## src/rtl/mem_lsu_pkg.sv

```systemverilog
// mem_lsu_pkg
// Shared definitions for the memory stage:
//   - alusel codes that mark an instruction as a load or a store
//   - aluop codes for the five loads and three stores
//   - FSM state encoding and the access-size encoding
//   - byte-enable width
//   - decodeOp()      : classifies an execute-stage op
//   - isMisaligned()  : alignment rule for half and word accesses
package mem_lsu_pkg;

  localparam int BE_W = 4;

  localparam logic [2:0] SEL_LOAD  = 3'b100;
  localparam logic [2:0] SEL_STORE = 3'b101;

  localparam logic [6:0] OP_LB  = 7'h20;
  localparam logic [6:0] OP_LH  = 7'h21;
  localparam logic [6:0] OP_LW  = 7'h22;
  localparam logic [6:0] OP_LBU = 7'h24;
  localparam logic [6:0] OP_LHU = 7'h25;
  localparam logic [6:0] OP_SB  = 7'h28;
  localparam logic [6:0] OP_SH  = 7'h29;
  localparam logic [6:0] OP_SW  = 7'h2A;

  typedef enum logic {
    ST_IDLE = 1'b0,
    ST_BUSY = 1'b1
  } lsuState_e;

  typedef enum logic [1:0] {
    SZ_BYTE = 2'd0,
    SZ_HALF = 2'd1,
    SZ_WORD = 2'd2
  } memSize_e;

  typedef struct packed {
    logic     isMem;
    logic     isLoad;
    logic     isSigned;
    memSize_e size;
  } memOp_t;

  // An unknown aluop under a load/store alusel is treated as non-memory,
  // so it simply flows through to writeback like any ALU result.
  function automatic memOp_t decodeOp(input logic [2:0] sel, input logic [6:0] op);
    memOp_t d;
    d.isMem    = 1'b0;
    d.isLoad   = 1'b0;
    d.isSigned = 1'b0;
    d.size     = SZ_WORD;
    if (sel == SEL_LOAD) begin
      d.isMem  = 1'b1;
      d.isLoad = 1'b1;
      case (op)
        OP_LB:   begin d.size = SZ_BYTE; d.isSigned = 1'b1; end
        OP_LH:   begin d.size = SZ_HALF; d.isSigned = 1'b1; end
        OP_LW:   d.size = SZ_WORD;
        OP_LBU:  d.size = SZ_BYTE;
        OP_LHU:  d.size = SZ_HALF;
        default: begin d.isMem = 1'b0; d.isLoad = 1'b0; end
      endcase
    end else if (sel == SEL_STORE) begin
      d.isMem = 1'b1;
      case (op)
        OP_SB:   d.size = SZ_BYTE;
        OP_SH:   d.size = SZ_HALF;
        OP_SW:   d.size = SZ_WORD;
        default: d.isMem = 1'b0;
      endcase
    end
    return d;
  endfunction

  function automatic logic isMisaligned(input memSize_e size, input logic [1:0] addrLow);
    return ((size == SZ_HALF) && addrLow[0]) ||
           ((size == SZ_WORD) && (addrLow != 2'b00));
  endfunction

endpackage

```

## src/rtl/mem_lsu_align.sv

```systemverilog
// mem_lsu_align
// Purely combinational byte-lane logic for the memory stage.
// Ports:
//   size_i       access size (byte/half/word)
//   isSigned_i   sign-extend loaded byte/half
//   addrLow_i    address bits [1:0]
//   storeData_i  raw store data (r2)
//   loadData_i   raw bus read data
//   byteEn_o     byte enables for the bus
//   storeSteer_o store data replicated onto every candidate lane
//   loadExt_o    selected lane, sign/zero extended to 32 bits
module mem_lsu_align
  import mem_lsu_pkg::*;
(
  input  memSize_e        size_i,
  input  logic            isSigned_i,
  input  logic [1:0]      addrLow_i,
  input  logic [31:0]     storeData_i,
  input  logic [31:0]     loadData_i,
  output logic [BE_W-1:0] byteEn_o,
  output logic [31:0]     storeSteer_o,
  output logic [31:0]     loadExt_o
);

  logic [7:0]  laneByte;
  logic [15:0] laneHalf;

  // Stores replicate the data so the slave can pick any lane via the byte
  // enables; loads pull the addressed lane down to bit 0 before extending.
  always_comb begin
    laneByte     = loadData_i[{addrLow_i, 3'b000} +: 8];
    laneHalf     = loadData_i[{addrLow_i[1], 4'b0000} +: 16];
    byteEn_o     = 4'b1111;
    storeSteer_o = storeData_i;
    loadExt_o    = loadData_i;
    case (size_i)
      SZ_BYTE: begin
        byteEn_o     = 4'b0001 << addrLow_i;
        storeSteer_o = {4{storeData_i[7:0]}};
        loadExt_o    = {{24{isSigned_i & laneByte[7]}}, laneByte};
      end
      SZ_HALF: begin
        byteEn_o     = 4'b0011 << addrLow_i;
        storeSteer_o = {2{storeData_i[15:0]}};
        loadExt_o    = {{16{isSigned_i & laneHalf[15]}}, laneHalf};
      end
      default: ;
    endcase
  end

endmodule

```

## src/rtl/mem_lsu.sv

```systemverilog
// mem_lsu
// Memory stage: issues loads/stores on a single-outstanding req/ack bus,
// registers the writeback triple and stalls upstream while an access is
// in flight.
// Ports:
//   clk_i, rst_ni                 clock, async active-low reset
//   wvalid_i/waddr_i/wdata_i      execute writeback triple
//   mem_addr_i, alusel_i, aluop_i effective address and op classification
//   r2_i                          store data
//   dbus_*_o / dbus_*_i           data bus request side / response side
//   stall_req_o                   hold upstream stages
//   wvalid_o/waddr_o/wdata_o      writeback triple to WB
//   misalign_o                    one-cycle fault pulse
// Optional feature: define MEM_TIMEOUT_EN to abort an access after
// TIMEOUT_CYCLES busy cycles without ack (reported on misalign_o).
module mem_lsu
  import mem_lsu_pkg::*;
#(
  parameter int TIMEOUT_CYCLES = 255
) (
  input  logic            clk_i,
  input  logic            rst_ni,
  input  logic            wvalid_i,
  input  logic [4:0]      waddr_i,
  input  logic [31:0]     wdata_i,
  input  logic [31:0]     mem_addr_i,
  input  logic [2:0]      alusel_i,
  input  logic [6:0]      aluop_i,
  input  logic [31:0]     r2_i,
  output logic            dbus_req_o,
  output logic            dbus_we_o,
  output logic [31:0]     dbus_addr_o,
  output logic [BE_W-1:0] dbus_be_o,
  output logic [31:0]     dbus_wdata_o,
  input  logic [31:0]     dbus_rdata_i,
  input  logic            dbus_ack_i,
  output logic            stall_req_o,
  output logic            wvalid_o,
  output logic [4:0]      waddr_o,
  output logic [31:0]     wdata_o,
  output logic            misalign_o
);

  lsuState_e       state_q, state_d;
  logic            req_q, req_d, we_q, we_d;
  logic [31:0]     addr_q, addr_d, bwdata_q, bwdata_d;
  logic [BE_W-1:0] be_q, be_d;
  logic            wvalid_q, wvalid_d, misalign_q, misalign_d;
  logic [4:0]      waddr_q, waddr_d, accWaddr_q, accWaddr_d;
  logic [31:0]     wdata_q, wdata_d;
  memSize_e        accSize_q, accSize_d;
  logic            accSigned_q, accSigned_d, accLoad_q, accLoad_d;
  logic [1:0]      accLow_q, accLow_d;

  memOp_t          curOp;
  logic            curMis;
  memSize_e        alignSize;
  logic            alignSigned;
  logic [1:0]      alignLow;
  logic [BE_W-1:0] alignBe;
  logic [31:0]     alignSteer, alignLoad;
  logic            timeoutHit;

  assign curOp  = decodeOp(alusel_i, aluop_i);
  assign curMis = curOp.isMem && isMisaligned(curOp.size, mem_addr_i[1:0]);

  // One alignment block serves both phases: in IDLE it shapes the outgoing
  // request from the live inputs, in BUSY it extracts the load result
  // using the op details latched at the request edge.
  assign alignSize   = (state_q == ST_BUSY) ? accSize_q   : curOp.size;
  assign alignSigned = (state_q == ST_BUSY) ? accSigned_q : curOp.isSigned;
  assign alignLow    = (state_q == ST_BUSY) ? accLow_q    : mem_addr_i[1:0];

  mem_lsu_align u_align (
    .size_i       (alignSize),
    .isSigned_i   (alignSigned),
    .addrLow_i    (alignLow),
    .storeData_i  (r2_i),
    .loadData_i   (dbus_rdata_i),
    .byteEn_o     (alignBe),
    .storeSteer_o (alignSteer),
    .loadExt_o    (alignLoad)
  );

`ifdef MEM_TIMEOUT_EN
  localparam int CNT_W = (TIMEOUT_CYCLES > 255) ? $clog2(TIMEOUT_CYCLES + 1) : 8;
  logic [CNT_W-1:0] cnt_q, cnt_d;

  // The counter sits at zero in IDLE so it is already clear on entering
  // BUSY; it then counts busy cycles. Hitting TIMEOUT_CYCLES-1 without an
  // ack means this is the last busy cycle we are willing to wait.
  always_comb begin
    cnt_d = '0;
    if (state_q == ST_BUSY) begin
      cnt_d = cnt_q + CNT_W'(1);
    end
  end

  assign timeoutHit = (state_q == ST_BUSY) && !dbus_ack_i &&
                      (cnt_q == CNT_W'(TIMEOUT_CYCLES - 1));

  always_ff @(posedge clk_i or negedge rst_ni) begin
    if (!rst_ni) begin
      cnt_q <= '0;
    end else begin
      cnt_q <= cnt_d;
    end
  end
`else
  assign timeoutHit = 1'b0;
`endif

  // Next-state and output decode. Bus registers hold by default so the
  // request stays stable for the whole BUSY phase; the writeback valid and
  // fault pulse default low so they only ever last one cycle.
  always_comb begin
    state_d     = state_q;
    req_d       = req_q;
    we_d        = we_q;
    addr_d      = addr_q;
    be_d        = be_q;
    bwdata_d    = bwdata_q;
    wvalid_d    = 1'b0;
    waddr_d     = waddr_q;
    wdata_d     = wdata_q;
    misalign_d  = 1'b0;
    accSize_d   = accSize_q;
    accSigned_d = accSigned_q;
    accLoad_d   = accLoad_q;
    accLow_d    = accLow_q;
    accWaddr_d  = accWaddr_q;
    stall_req_o = 1'b0;
    case (state_q)
      ST_IDLE: begin
        waddr_d = waddr_i;
        wdata_d = wdata_i;
        if (!curOp.isMem) begin
          wvalid_d = wvalid_i;
        end else if (curMis) begin
          misalign_d = 1'b1;
        end else begin
          stall_req_o = 1'b1;
          state_d     = ST_BUSY;
          req_d       = 1'b1;
          we_d        = !curOp.isLoad;
          addr_d      = {mem_addr_i[31:2], 2'b00};
          be_d        = alignBe;
          bwdata_d    = alignSteer;
          accSize_d   = curOp.size;
          accSigned_d = curOp.isSigned;
          accLoad_d   = curOp.isLoad;
          accLow_d    = mem_addr_i[1:0];
          accWaddr_d  = waddr_i;
        end
      end
      ST_BUSY: begin
        stall_req_o = !dbus_ack_i && !timeoutHit;
        if (dbus_ack_i) begin
          state_d  = ST_IDLE;
          req_d    = 1'b0;
          wvalid_d = accLoad_q;
          if (accLoad_q) begin
            waddr_d = accWaddr_q;
            wdata_d = alignLoad;
          end
        end else if (timeoutHit) begin
          state_d    = ST_IDLE;
          req_d      = 1'b0;
          misalign_d = 1'b1;
        end
      end
      default: state_d = ST_IDLE;
    endcase
  end

  // State and output registers. Reset abandons any access in flight, so a
  // late ack lands in IDLE where it is ignored.
  always_ff @(posedge clk_i or negedge rst_ni) begin
    if (!rst_ni) begin
      state_q     <= ST_IDLE;
      req_q       <= 1'b0;
      we_q        <= 1'b0;
      addr_q      <= '0;
      be_q        <= '0;
      bwdata_q    <= '0;
      wvalid_q    <= 1'b0;
      waddr_q     <= '0;
      wdata_q     <= '0;
      misalign_q  <= 1'b0;
      accSize_q   <= SZ_BYTE;
      accSigned_q <= 1'b0;
      accLoad_q   <= 1'b0;
      accLow_q    <= '0;
      accWaddr_q  <= '0;
    end else begin
      state_q     <= state_d;
      req_q       <= req_d;
      we_q        <= we_d;
      addr_q      <= addr_d;
      be_q        <= be_d;
      bwdata_q    <= bwdata_d;
      wvalid_q    <= wvalid_d;
      waddr_q     <= waddr_d;
      wdata_q     <= wdata_d;
      misalign_q  <= misalign_d;
      accSize_q   <= accSize_d;
      accSigned_q <= accSigned_d;
      accLoad_q   <= accLoad_d;
      accLow_q    <= accLow_d;
      accWaddr_q  <= accWaddr_d;
    end
  end

  assign dbus_req_o   = req_q;
  assign dbus_we_o    = we_q;
  assign dbus_addr_o  = addr_q;
  assign dbus_be_o    = be_q;
  assign dbus_wdata_o = bwdata_q;
  assign wvalid_o     = wvalid_q;
  assign waddr_o      = waddr_q;
  assign wdata_o      = wdata_q;
  assign misalign_o   = misalign_q;

endmodule

```

## config.mk

```make
export PLATFORM = sky130hd
export DESIGN_NAME = mem_lsu
export DESIGN_NICKNAME = d
export VERILOG_FILES = /design/src/rtl/mem_lsu_pkg.sv /design/src/rtl/mem_lsu_align.sv /design/src/rtl/mem_lsu.sv
export SDC_FILE = /design/constraint.sdc
export NUM_CORES = 1
export LEC_CHECK = 0
export ABC_CLOCK_PERIOD_IN_PS = 6500
export BUFFER_PORTS_ARGS = -buffer_cell sky130_fd_sc_hd__buf_4
export CAP_MARGIN = 20
export CELL_PAD_IN_SITES_DETAIL_PLACEMENT = 0
export CELL_PAD_IN_SITES_GLOBAL_PLACEMENT = 1
export CORE_MARGIN = 5
export CORE_UTILIZATION = 38
export DETAILED_ROUTE_END_ITERATION = 8
export GPL_TIMING_DRIVEN = 0
export HOLD_SLACK_MARGIN = 0.08
export PLACE_DENSITY_LB_ADDON = 0.1
export SLEW_MARGIN = 25
export SYNTH_ARGS = -nofsm -noshare
export SYNTH_HDL_FRONTEND = slang
export SYNTH_SLANG_ARGS = --single-unit
```

## constraint.sdc

```tcl
create_clock -name clk_i -period 6.5 [get_ports clk_i]
set_input_delay 1.3 -clock clk_i [delete_from_list [all_inputs] [get_ports clk_i]]
set_output_delay 1.3 -clock clk_i [all_outputs]
set_load 0.1 [all_outputs]
```

After elaboration in Yosys (flattened, before gate mapping). Index checks and enable logic that the tools add are counted. Widths: inputs -> output; s select.

Flip-flop bits (word level): 119. Bits of input ports: 147. Output and inout bits: 110. Word-level logic and storage cells: 93.

Equal/unequal tests: 17. Shift-type cells: 4. Multiplexer cells: 37. Bitwise logic cells: 4. Reduce and logical (&&, ||, !) cells: 16.

Operator list (number): $pmux 32 s2 (3); $mux 32 (2); $eq 7x6->1 const B (8); $shiftx 32x6->16 (1); $shiftx 32x6->8 (1); $mux 1 (15); $mux 2 (6); $mux 5 (2); $pmux 1 s2 (5); $pmux 5 s2 (1); $pmux 2 s2 (2); $pmux 4 s2 (1); $eq 3x3->1 const B (2); $ne 2x2->1 const B (3); $reduce_and 3->1 (2); $reduce_or 2->1 (3); $reduce_or 5->1 (1); $eq 2x1->1 const B (2); $shl 1x2->4 const A (1); $shl 2x2->4 const A (1); $logic_and 1x1->1 (3); $reduce_or 3->1 (1); $and 1x1->1 (2); $eq 2x2->1 const B (1); other kinds (7) (9).

Logic depth before layout (Yosys ltp). Gate-level depths: netlist of the first run.

Word-level depth: 11. Depth in mapped cells: 8. Depth with buffers taken out: 5.

Cells and area by module. A second synthesis of the first run with hierarchy kept.

Cell total of the unflattened synthesis: 575. Area total of the unflattened synthesis: 6712.7 sq um.

By module, submodules not included: mem_lsu (instances 1, cells an instance 371, area an instance 5300.1 sq um, seq. area each 2977.9 sq um); mem_lsu_align (instances 1, cells an instance 204, area an instance 1412.6 sq um, seq. area each 0.0 sq um).

Worst setup path after synthesis of the first run. OpenSTA, ideal clock, no wires.

Path kind: input to output. Start point: in aluop_i[6]. End point: out stall_req_o. Arrival time: 3468 ps. Data required time: 5200 ps. Slack: 1732 ps. Cell stages on the path: 7. Buffers on the path: 2. Cell sequence: or3_4 nor2_2 and3_1 buf_4 o21ai_2 buf_2 o21ai_0.

Word-level cells in the longest chain between the ends: 11. Elaborated cells on any way between the ends: 29. Those cells by class: eq/ne (10); mux (11); reduce/logical (8).

RTL lines: start, declared (RTL line mem_lsu.sv:28) `input logic [6:0] aluop_i,`; $eq 7x6->1 (on tied branches) (RTL line mem_lsu_pkg.sv:64, mem_lsu_pkg.sv:54); $pmux 2 s2 or $reduce_or 2->1 (tied branches); $mux 2 or $pmux 2 s2 (tied branches) (RTL line mem_lsu_pkg.sv:62, mem_lsu_pkg.sv:54); $mux 2 (RTL line mem_lsu_pkg.sv:51) `if (sel == SEL_LOAD) begin`; $eq 2x1->1 or $eq 2x2->1 (tied branches) (RTL line mem_lsu_pkg.sv:75, mem_lsu_pkg.sv:76); $logic_and 1x1->1 (on tied branches) (RTL line mem_lsu_pkg.sv:75, mem_lsu_pkg.sv:76); $logic_or 1x1->1 (RTL line mem_lsu_pkg.sv:75) `return ((size == SZ_HALF) && addrLow[0]) ||`; $logic_and 1x1->1 (RTL line mem_lsu.sv:65) `assign curMis = curOp.isMem && isMisaligned(curOp.size, mem_addr_i[1:0]);`; $mux 1 (RTL line mem_lsu.sv:139) `end else if (curMis) begin`; $mux 1 * (RTL line mem_lsu.sv:137) `if (!curOp.isMem) begin`; $pmux 1 s2 * (RTL line mem_lsu.sv:133) `case (state_q)`; end, declared (RTL line mem_lsu.sv:37) `output logic stall_req_o,`.

Mark *: on every way between the ends. The rest lies on a longest branch, timed or not.

Worst setup path after layout of the first run. Ends and elaborated chain as after synthesis.

==> results, run 1 <==
- The run finished with clean final reports.
- The number of buffers inserted for hold repair after clock tree synthesis is 0.
- For this run, design rule violations remaining after detail routing come to 0.
- The cell count after synthesis came out at 588.
- The startpoint type of the worst setup path is a primary input.
- Max-cap violations in this run came to 0.
- The category of the critical setup timing path is in -> out.
- The clock passes through at most 2 buffers.
- The final hold violation count is 0.
- The netlist area before placement is 6060 um^2.
- The pin count of the biggest net entering global routing is 61.
- The clock reaches the later pin of the worst-skew pair after 420 ps.
- The standard-cell row count is 46.
- The total number of H-tree levels is 4.
- The final wirelength is 21.8 mm.
- The core area is 15800 um^2.
- The number of fill cells is 1461.
- The number of warnings reported in the yosys synthesis log is 0.
- The number of top-level pins is 257.
- The overall power after layout is 2.23 mW.
- In this run the power density over the cells is 252 nW/um^2.
- Counting distinct cell types in the post-synthesis netlist gives 48.
- The total number of vias is 5871.
- The count of buffers added by post-CTS timing repair for setup is 0.
- The number of pins exceeding their max-slew limit in the final report came to 0.
- After clock tree synthesis, the repair step resized 0 gates.
- IR analysis of the VDD net gives a maximum drop of 0.166 mV.
- Setup repair after global routing left no endpoint under its margin.
- The path class of the tightest hold or removal check is reg -> reg.
- The vertical extent of the die is 136 um.
- The category of the worst setup path capture point is a primary output.
- The maximum fanout along the worst path is 10.
- On the worst path, the slowest cell contributes a delay of 400 ps.
- The analysis attributes to cell leakage a power of 4.51 nW.
- For this run, asynchronously set or reset flops after synthesis account for 1.00.
- Counting I/O delays and the setup requirement, the final critical path takes 4570 ps.
- Of the synthesized area, sequential elements account for 0.492.
- In the final layout, the share of cells above drive strength 1 is 0.388.
- The most used flip-flop cell after synthesis is sky130_fd_sc_hd__dfrtp_1.
- The die covers 18600 um^2.
- The maximum operating frequency is 219 MHz.
- The final number of setup-violating endpoints is 0.
- The met2 wire length is 10.5 mm.
- The mean instance size in the synthesized netlist is 10.3 um^2.
- The routed metal-1 wire length is 8.29 mm.
- Counting both buffers and inverters, the worst setup path holds a total of 4.
- The critical path required time is 5200 ps.
- After detailed routing, the number of vias per cell comes to 5.37.
- The filler-free cell count of the finished design is 1093.
- Signal routing reaches up to met4.
- The die width is 136 um.
- The number of antenna diodes in the final layout is 0.
- The cell occurring most often along the worst timing path is sky130_fd_sc_hd__buf_4.
- The global-route wire length before repair is 33.2 mm.
- The number of nets with antenna violations after detailed routing is 0.
- The total negative slack for setup checks is 0 ps.
- The initial standard-cell utilization of the core is 0.384.
- The via count of the first global-routing pass is 6148.
- The routed design uses 2.29 mm of met3 wire.
- The worst-case hold slack is 474 ps.
- After detailed routing, the average wire length per cell comes to 19.9 um.
- Among cell families on the critical path, the largest total delay comes from buffers and inverters.
- Counting every sink on the clock net gives 119.
- The critical path goes through buf_4 -> or3_4 -> nor2_2 -> and3_1 -> buf_4 -> o21ai_2 -> buf_2 -> o21ai_0 -> buf_4.
- After the first detailed-routing iteration, the DRC count stood at 313.
- The final worst-path cycle share is 0.703.
- The final cell utilization of the core is 0.561.
- Summed over all nets, the half-perimeter wirelength after detailed placement is 17.0 mm.
- The overall track demand over capacity in global routing is 0.235.
- The number of register bits inferred by synthesis is 119.
- In this run the tool buffered the top-level ports with 254 buffer cells.
- Once placement completed, the tool counted placed cells totaling 1061.
- The number of synthesized flops with an enable pin is 0.
- Data on the critical path arrives at its endpoint at 3270 ps.
- The buffer type at the clock tree root is sky130_fd_sc_hd__clkbuf_16.
- The aggregate global routing overflow is 0.
- TritonCTS built the clock tree.
- The net count reported at finish is 1011.
- The maximum clock skew at final layout is 7.40 ps.
- The clock-pin slew of the registers on the worst-case setup and hold paths is 50 ps.
- The actual transition at the worst max-transition pin is 820 ps.
- From synthesis to final layout, the design area changed by 46.2%.
- Before antenna repair, the detailed router went through 5 iterations.
- At the end of routability-driven placement, the weighted congestion stood at 0.865.
- TritonCTS created 17 clock buffers.
- The headroom to the max-slew limit is 0.451.
- The cell at the slowest stage of the critical path is sky130_fd_sc_hd__or3_4.
- The initial antenna violation count is 0.
[Yosys cell counts, drive strengths merged (3+ instances only)]
| cell | n | share of area |
|---|---|---|
| nand4 | 9 | 0.0093 |
| inv | 7 | 0.0043 |
| a31oi | 10 | 0.013 |
| o31ai | 3 | 0.0037 |
| mux2i | 8 | 0.013 |
| o21ai | 31 | 0.026 |
| nand2 | 72 | 0.045 |
| nor2 | 47 | 0.030 |
| nor3 | 4 | 0.0041 |
| and3 | 5 | 0.0052 |
| buf | 20 | 0.019 |
| o211ai | 9 | 0.011 |
| o21a | 9 | 0.011 |
| nand2b | 10 | 0.010 |
| mux2 | 86 | 0.16 |
| nand3 | 40 | 0.033 |
| or3 | 5 | 0.0060 |
| a221o | 3 | 0.0050 |
| and2 | 3 | 0.0031 |
| dfrtp | 119 | 0.49 |
| a32o | 8 | 0.013 |
| a221oi | 12 | 0.017 |
| a21oi | 23 | 0.019 |
| clkbuf | 23 | 0.014 |
[power breakdown]
| group | total (mW) | leakage, nW | switching, mW | internal, mW |
|---|---|---|---|---|
| registers | 0.801 | 1.54 | 0.0221 | 0.779 |
| clock network | 0.917 | 0.272 | 0.345 | 0.572 |
| logic | 0.515 | 2.69 | 0.370 | 0.145 |
| total | 2.23 | 4.51 | 0.737 | 1.50 |
[registers in the layout (all words and copies together), names as in the netlist]
name / cells
dbus_wdata_o: 32
wdata_o: 32
dbus_addr_o: 30
accWaddr_q: 5
waddr_o: 5
dbus_be_o: 4
accLow_q: 2
accSize_q: 2
accLoad_q: 1
accSigned_q: 1
dbus_req_o: 1
dbus_we_o: 1
misalign_o: 1
state_q: 1
wvalid_o: 1
[logic make-up (layout without fill, tap and decap cells)]
| logic type | after synthesis | in the layout | synth area share |
|---|---|---|---|
| AOI/OAI and AO/OA | 119 | 119 | 0.136 |
| buffers and inverters | 50 | 338 | 0.0380 |
| DFF | 119 | 119 | 0.492 |
| muxes | 95 | 95 | 0.177 |
| other | 1 | 2 | 0.000619 |
| and+or+nand+nor | 204 | 204 | 0.157 |
[cells in the final DEF (no fill, tap or decap), drive strengths merged, types with 3 or more instances in the layout]
cell	n
dfrtp	119
mux2	86
o211ai	9
clkbuf	43
o31ai	3
nor3	4
a221o	3
a31oi	10
o21a	9
clkinv	5
nand3	40
clkinvlp	4
a21oi	23
nand2	72
buf	276
or3	5
and3	5
a32o	8
nand4	9
a221oi	12
inv	8
nor2	47
and2	3
nand2b	10
mux2i	8
o21ai	31
[through the flow]
step	worst slack (ps)	area (um^2)
after global routing	1810	8850
after global placement	1980	8240
final	1930	8850
after detailed placement	1950	8280
after floorplan	1730	6060
after CTS	1940	8850
[per-layer routing]
layer / up-vias / global-route usage
li1: 2670 / -
met1: 2835 / 0.280
met2: 312 / 0.379
met3: 54 / 0.0870
met4: 0 / 0.104
met5: - / 0
[cell type report]
| class | count | area [um^2] | share of cell area |
|---|---|---|---|
| sequential | 119 | 2980 | 0.336 |
| multi-input combinational | 420 | 2850 | 0.322 |
| timing repair buffer | 256 | 1950 | 0.220 |
| clock buffer | 20 | 447 | 0.0504 |
| tap | 216 | 270 | 0.0305 |
| buffer | 43 | 204 | 0.0230 |
| clock inverter | 12 | 128 | 0.0144 |
| inverter | 7 | 26.3 | 0.00297 |
[worst paths after layout]
| path | start | end | slack [ps] | cells after the start |
|---|---|---|---|---|
| worst max-delay path | aluop_i[6] | stall_req_o | 1930 | 9 |
| max in group asynchronous | rst_ni | dbus_be_o[0] | 5030 | 2 |
| worst max register to register | state_q | dbus_wdata_o[28] | 4100 | 7 |
| worst min register to register | dbus_req_o | dbus_req_o | 470 | 2 |
| min in group asynchronous | rst_ni | wdata_o[28] | 790 | 1 |
| worst min-delay path | dbus_req_o | dbus_req_o | 470 | 2 |
[worst register-to-register path, cell delays in order (launching register included)]
cell and delay, ps:
sky130_fd_sc_hd__dfrtp_1 350, sky130_fd_sc_hd__buf_4 170, sky130_fd_sc_hd__nor4b_1 400, sky130_fd_sc_hd__o211ai_1 440, sky130_fd_sc_hd__clkbuf_1 370, sky130_fd_sc_hd__nand3_1 170
sky130_fd_sc_hd__nand3_1 120, sky130_fd_sc_hd__a32o_1 270
Note: power is estimated with default switching activity, not from simulation.
==> run 2, diff against run 1 <==
Settings changed: ABC_CLOCK_PERIOD_IN_PS 6500 to 3860, CORE_UTILIZATION 38 to 32.
Clock period 6.5 ns to 3.86 ns, I/O delays scaled along.
==> results, run 2 (synthesized netlist as in run 1, its figures left out) <==
- The maximum clock skew at final layout is 6.19 ps (-1.20 ps).
- The overall track demand over capacity in global routing is 0.208 (-0.0266).
- The final wirelength is 22.9 mm (+4.9%).
- The initial antenna violation count came to 0 (unchanged).
- The category of the worst setup path capture point is a primary output.
- The critical path required time is 3090 ps (-2110 ps).
- The aggregate global routing overflow came to 0 (unchanged).
- The first-pass iteration count of the detailed router is 4 (-1).
- The area growth from synthesis to layout is 47.3%.
- In this run the clock root is driven by a sky130_fd_sc_hd__clkbuf_16.
- The run finished with clean final reports.
- The standard-cell row count is 50 (+8.7%).
- The maximum fanout along the worst path came to 10 (unchanged).
- The initial DRC count came to 226 (-28%).
- The type of the tightest min-delay check is in -> async.
- The core area is 18600 um^2 (+18%).
- The number of clock buffers inserted by TritonCTS came to 17 (unchanged).
- The number of maximum-capacitance constraint violations is 0 (unchanged).
- The library cell used most frequently in the layout, excluding fill and tap cells, is sky130_fd_sc_hd__buf_4.
- The clock-pin slew of the registers on the worst-case setup and hold paths came to 60 ps (about the same).
- The die width is 148 um (+8.3%).
- The final critical path time including I/O delays and setup is 3530 ps.
- The total number of H-tree levels was 4 (unchanged).
- The worst setup path is of the in -> out kind.
- The library cells used most frequently in the layout, excluding fill and tap cells, are sky130_fd_sc_hd__buf_4 (261), sky130_fd_sc_hd__dfrtp_1 (119), sky130_fd_sc_hd__nand2_1 (72).
- The total of buffers placed on input and output ports is 254 (unchanged).
- The actual transition at the worst max-transition pin was 896 ps (+75.1 ps).
- The final number of setup-violating endpoints is 0 (unchanged).
- The global-route wire length before repair is 35.4 mm (+6.7%).
- The final hold violation count was 0 (unchanged).
- The clock sink count came to 119 (unchanged).
- The quantity of gates resized following cts was 0 (unchanged).
- The headroom to the max-slew limit was 0.400 (-0.0503).
- The number of pins exceeding their max-slew limit in the final report is 0 (unchanged).
- The number of buffers inserted for hold repair after clock tree synthesis is 0 (unchanged).
- The final worst-path cycle share is 0.913.
- The area of all placed cells without fillers is 8920 um^2 (+0.75%).
- The pin count of the biggest net entering global routing is 89 (+46%).
- For this run, the top clock speed supported by timing is 284 MHz.
- The total negative slack for setup checks came to 0 ps (unchanged).
- The vertical extent of the die is 148 um (+8.3%).
- The number of nets with antenna violations after detailed routing is 0 (unchanged).
- The initial standard-cell utilization of the core was 0.325 (-0.0592).
- The final HPWL from detailed placement came to 17.7 mm (+3.6%).
- The fraction of final layout cells with drive strength greater than 1 came to 0.390 (+0.00228).
- The net count reported at finish came to 1011 (unchanged).
- TritonCTS built the clock tree.
- Setup repair after global routing left no endpoint under its margin.
- The post-detailed-route wirelength per cell came to 20.6 um (+3.2%).
- The number of diodes came to 0 (unchanged).
- The via count of the first global-routing pass was 6366 (+3.5%).
- The clock network latency to the later pin of the worst-skew pair came to 420 ps (about the same).
- The startpoint type of the worst setup path is a primary input.
- The static leakage came to 4.53 nW (+0.63%).
- The number of fill cells is 1781 (+22%).
- The number of remaining DRC errors is 0 (unchanged).
- The weighted congestion at the end of routability-driven global placement is 0.895 (+3.5%).
- The cell count of the worst reg-to-reg path is 7 (unchanged).
- The power density normalized to cell area is 437 nW/um^2 (+73%).
- The number of top-level pins is 257 (unchanged).
- The maximum vdd ir drop is 0.286 mV (+72%).
- The maximum clock insertion buffer count is 2 (unchanged).
- The total number of vias is 5802 (-1.2%).
- The data arrival time of the worst path is 2750 ps (-520 ps).
- The via count normalized by instance count came to 5.22 (-2.8%).
- The placed standard-cell area was 8300 um^2 (+0.24%).
- The count of buffers added by post-CTS timing repair for setup came to 0 (unchanged).
- The die footprint is 21800 um^2 (+17%).
[run 2: cell count changes in the layout (fill, tap and decap cells not counted), sizes merged]
| cell | delta |
|---|---|
| clkbuf | -3 |
| inv | +4 |
| clkinvlp | -3 |
| bufinv | +1 |
| clkinv | +1 |
[run 2: power by group]
group | internal, mW | leakage [nW] | switching (mW)
clock | 1.03 | 0.302 | 0.648
combinational | 0.244 | 2.69 | 0.624
sequential | 1.31 | 1.54 | 0.0368
[run 2: area by class of cell]
class | instances | area [um^2] | share of cell area
multi-input combinational | 420 | 2850 | 0.320
timing repair buffer | 256 | 1950 | 0.218
clock inverter | 15 | 195 | 0.0219
sequential | 119 | 2980 | 0.334
buffer | 43 | 204 | 0.0229
inverter | 7 | 26.3 | 0.00295
clock buffer | 17 | 425 | 0.0477
tap | 234 | 293 | 0.0328
[run 2: worst paths after layout]
path | slack [ps] | from | end
worst max-delay path | 330 | aluop_i[6] | stall_req_o
worst min-delay path | 200 | rst_ni | wdata_o[28]
worst max register to register | 1320 | state_q | dbus_wdata_o[30]
worst min register to register | 490 | dbus_addr_o[21] | dbus_addr_o[21]
max in group asynchronous | 2920 | rst_ni | dbus_addr_o[21]
min in group clk_i | 490 | dbus_addr_o[21] | dbus_addr_o[21]
[run 2: stage by stage]
stage | hold WS, ps | power (mW) | util | instances | worst slack (ps)
2_1_floorplan | 464 | 1.92 | - | 589 | 44.0
3_3_place_gp | 472 | 2.23 | 0.443 | 1077 | 372
3_5_place_dp | 476 | 2.24 | 0.445 | 1079 | 351
4_1_cts | 201 | 3.94 | 0.479 | 1111 | 341
5_1_grt | 209 | 4.04 | 0.479 | 1111 | 207
6_report | 203 | 3.90 | 0.479 | 1111 | 334
[run 2: critical path, stage by stage]
cell and delay [ps]:
sky130_fd_sc_hd__buf_4 120, sky130_fd_sc_hd__or3_4 410, sky130_fd_sc_hd__nor2_2 200, sky130_fd_sc_hd__and3_1 180, sky130_fd_sc_hd__buf_4 170, sky130_fd_sc_hd__o21ai_2 140, sky130_fd_sc_hd__buf_2 240, sky130_fd_sc_hd__o21ai_0 150
sky130_fd_sc_hd__buf_4 350
[run 2: per-layer routing]
metal  global-route usage  vias up  wire, um
met4               0.0596        0       381
met2                0.355      248     11300
met3               0.0757       23      2160
met1                0.248     2854      9060
met5                    0        -         0
li1                     -     2677         -
==> run 3, diff against run 2 <==
Settings changed: CORE_MARGIN 5 to unset.
==> results, run 3 (synthesized netlist as in run 1, its figures left out) <==
- The clock-pin slew of the registers on the worst-case setup and hold paths is 60 ps (about the same).
- The number of maximum-capacitance constraint violations is 0 (unchanged).
- The actual transition at the worst max-transition pin came to 902 ps (+6.44 ps).
- The total of buffers placed on input and output ports came to 254 (unchanged).
- The type of the tightest min-delay check is in -> async.
- The buffering stage count on the worst path with inverters included was 4 (unchanged).
- The final cell utilization of the core came to 0.487 (+0.00812).
- The category of the worst setup path capture point is a primary output.
- The total number of H-tree levels is 4 (unchanged).
- The critical path depth in cells came to 9 (unchanged).
- The number of pins exceeding their max-slew limit in the final report was 0 (unchanged).
- The standard-cell row count came to 49 (-2.0%).
- The number of diodes is 0 (unchanged).
- The data arrival time of the worst path came to 2760 ps (about the same).
- The power density normalized to cell area was 429 nW/um^2 (-1.9%).
- The area added between synthesis and finish is 46.8%.
- The fraction of final layout cells with drive strength greater than 1 is 0.389 (-0.00114).
- The total negative slack for setup checks was 0 ps (unchanged).
- Setup repair after global routing left no endpoint under its margin.
- The static leakage is 4.52 nW (-0.40%).
- The sequential cell area came to 2980 um^2 (unchanged).
- The number of buffers inserted for hold repair after clock tree synthesis is 0 (unchanged).
- The final critical path time including I/O delays and setup is 3530 ps (+3.93 ps).
- The cell occurring most often along the worst timing path is sky130_fd_sc_hd__buf_4.
- The TritonCTS clock tree is done.
- The clock sink count came to 119 (unchanged).
- The worst-case setup slack after placement is 336 ps (-14.8 ps).
- The initial DRC count was 241 (+6.6%).
- The final hold violation count is 0 (unchanged).
- The via count of the first global-routing pass was 6085 (-4.4%).
- The maximum fanout along the worst path is 10 (unchanged).
- The filler-free cell count of the finished design is 1106 (-0.45%).
- The run finished with clean final reports.
- The net count reported at finish came to 1011 (unchanged).
- The number of remaining DRC errors came to 0 (unchanged).
- The total number of vias is 5736 (-1.1%).
- The top cell family by delay on the critical path is buffers and inverters.
- The placed standard-cell area is 8290 um^2 (about the same).
- The overall track demand over capacity in global routing was 0.226 (+0.0181).
- The area of all placed cells without fillers was 8890 um^2 (-0.34%).
- The final HPWL from detailed placement was 16.6 mm (-5.9%).
- The clock network latency to the later pin of the worst-skew pair is 420 ps (about the same).
- The via count normalized by instance count is 5.19 (-0.69%).
- The number of clock buffers inserted by TritonCTS came to 17 (unchanged).
- The first-pass iteration count of the detailed router is 5 (+1).
- The count of buffers added by post-CTS timing repair for setup was 0 (unchanged).
- The pin count of the biggest net entering global routing is 62 (-30%).
- The area occupied by multi-input gates is 2850 um^2 (unchanged).
- The weighted congestion at the end of routability-driven global placement came to 0.894 (-0.11%).
- The final number of setup-violating endpoints is 0 (unchanged).
- The maximum operating frequency is 283 MHz (-0.11%).
- The placed cell count is 1074 (-0.46%).
- The maximum vdd ir drop is 0.302 mV (+5.8%).
- The headroom to the max-slew limit was 0.396 (-0.00431).
- The critical path required time is 3090 ps (about the same).
- The longest individual stage delay on the worst path is 400 ps (about the same).
- The vertical extent of the die is 140 um (-5.4%).
- The global-route wire length before repair is 33.6 mm (-5.1%).
- The die footprint is 19500 um^2 (-11%).
- The number of fill cells is 1749 (-1.8%).
- The root buffer cell chosen for the clock tree is sky130_fd_sc_hd__clkbuf_16.
- The cell count of the worst reg-to-reg path is 7 (unchanged).
- The worst setup path is of the in -> out kind.
- The post-detailed-route wirelength per cell is 19.6 um (-4.8%).
- The final worst-path cycle share was 0.914 (+0.00102).
- The initial standard-cell utilization of the core came to 0.332 (+0.00663).
- Among all stages on the critical path, the largest delay is contributed by sky130_fd_sc_hd__or3_4.
- The maximum clock skew at final layout is 9.02 ps (+2.83 ps).
- The final setup slack of the worst path is 330 ps (-3.93 ps).
- The number of top-level pins is 257 (unchanged).
- The startpoint type of the worst setup path is a primary input.
- The maximum clock insertion buffer count is 2 (unchanged).
- The initial antenna violation count was 0 (unchanged).
- The most common library cell in the layout ignoring fill and taps is sky130_fd_sc_hd__buf_4.
- The die width is 140 um (-5.4%).
- The core area is 18300 um^2 (-2.0%).
- The number of nets with antenna violations after detailed routing was 0 (unchanged).
- The reg-to-reg setup timing slack came to 1310 ps (about the same).
- The quantity of gates resized following cts is 0 (unchanged).
- In the layout the commonest cells are sky130_fd_sc_hd__buf_4 (261), sky130_fd_sc_hd__dfrtp_1 (119), sky130_fd_sc_hd__nand2_1 (72).
- The aggregate global routing overflow is 0 (unchanged).
- The final wirelength is 21.7 mm (-5.2%).
- Traced cell by cell, the critical path runs through buf_4 -> or3_4 -> nor2_2 -> and3_1 -> buf_4 -> o21ai_2 -> buf_2 -> o21ai_0 -> buf_4.
run 3: per-layer routing:
layer  share of wire  vias to the layer above  GRT usage
met5               0                        -          0
met4           0.022                        0     0.0873
met3           0.081                       27     0.0650
met2            0.49                      251      0.382
met1            0.41                     2779      0.273
li1                -                     2679          -
run 3: report_power, final:
part / switching (mW) / leakage, nW / internal (mW) / total, mW
clock network: 0.607 / 0.284 / 0.992 / 1.60
registers: 0.0367 / 1.54 / 1.31 / 1.35
logic: 0.621 / 2.69 / 0.244 / 0.865
run 3: path summary, 6_finish.rpt:
| check | from | to |
|---|---|---|
| setup / recovery | aluop_i[6] | stall_req_o |
| hold / removal | rst_ni | wdata_o[31] |
| setup reg to reg | state_q | dbus_wdata_o[30] |
| hold reg to reg | dbus_req_o | dbus_req_o |
| max in group asynchronous | rst_ni | dbus_be_o[3] |
| min in group clk_i | dbus_req_o | dbus_req_o |
run 3: worst reg2reg max path, cell delays in order, from the launching register on:
cell and delay (ps):
sky130_fd_sc_hd__dfrtp_1 360, sky130_fd_sc_hd__buf_4 170, sky130_fd_sc_hd__nor4b_1 460, sky130_fd_sc_hd__o211ai_1 490, sky130_fd_sc_hd__clkbuf_1 400, sky130_fd_sc_hd__nand3_1 170
sky130_fd_sc_hd__nand3_1 140, sky130_fd_sc_hd__a32o_1 270
run 3: stage by stage:
stage          total power [mW]  hold WS (ps)
3_5_place_dp               2.24           473
6_report                   3.81           268
3_3_place_gp               2.22           472
5_1_grt                    3.94           304
4_1_cts                    3.85           296
2_1_floorplan              1.92           464
run 3: layout make-up:
type | instances | share of cell area
Sequential cell | 119 | 0.335
Multi-Input combinational cell | 420 | 0.321
Timing Repair Buffer | 256 | 0.219
Clock buffer | 20 | 0.0514
Tap cell | 229 | 0.0322
Buffer | 43 | 0.0229
Clock inverter | 12 | 0.0158
Inverter | 7 | 0.00296
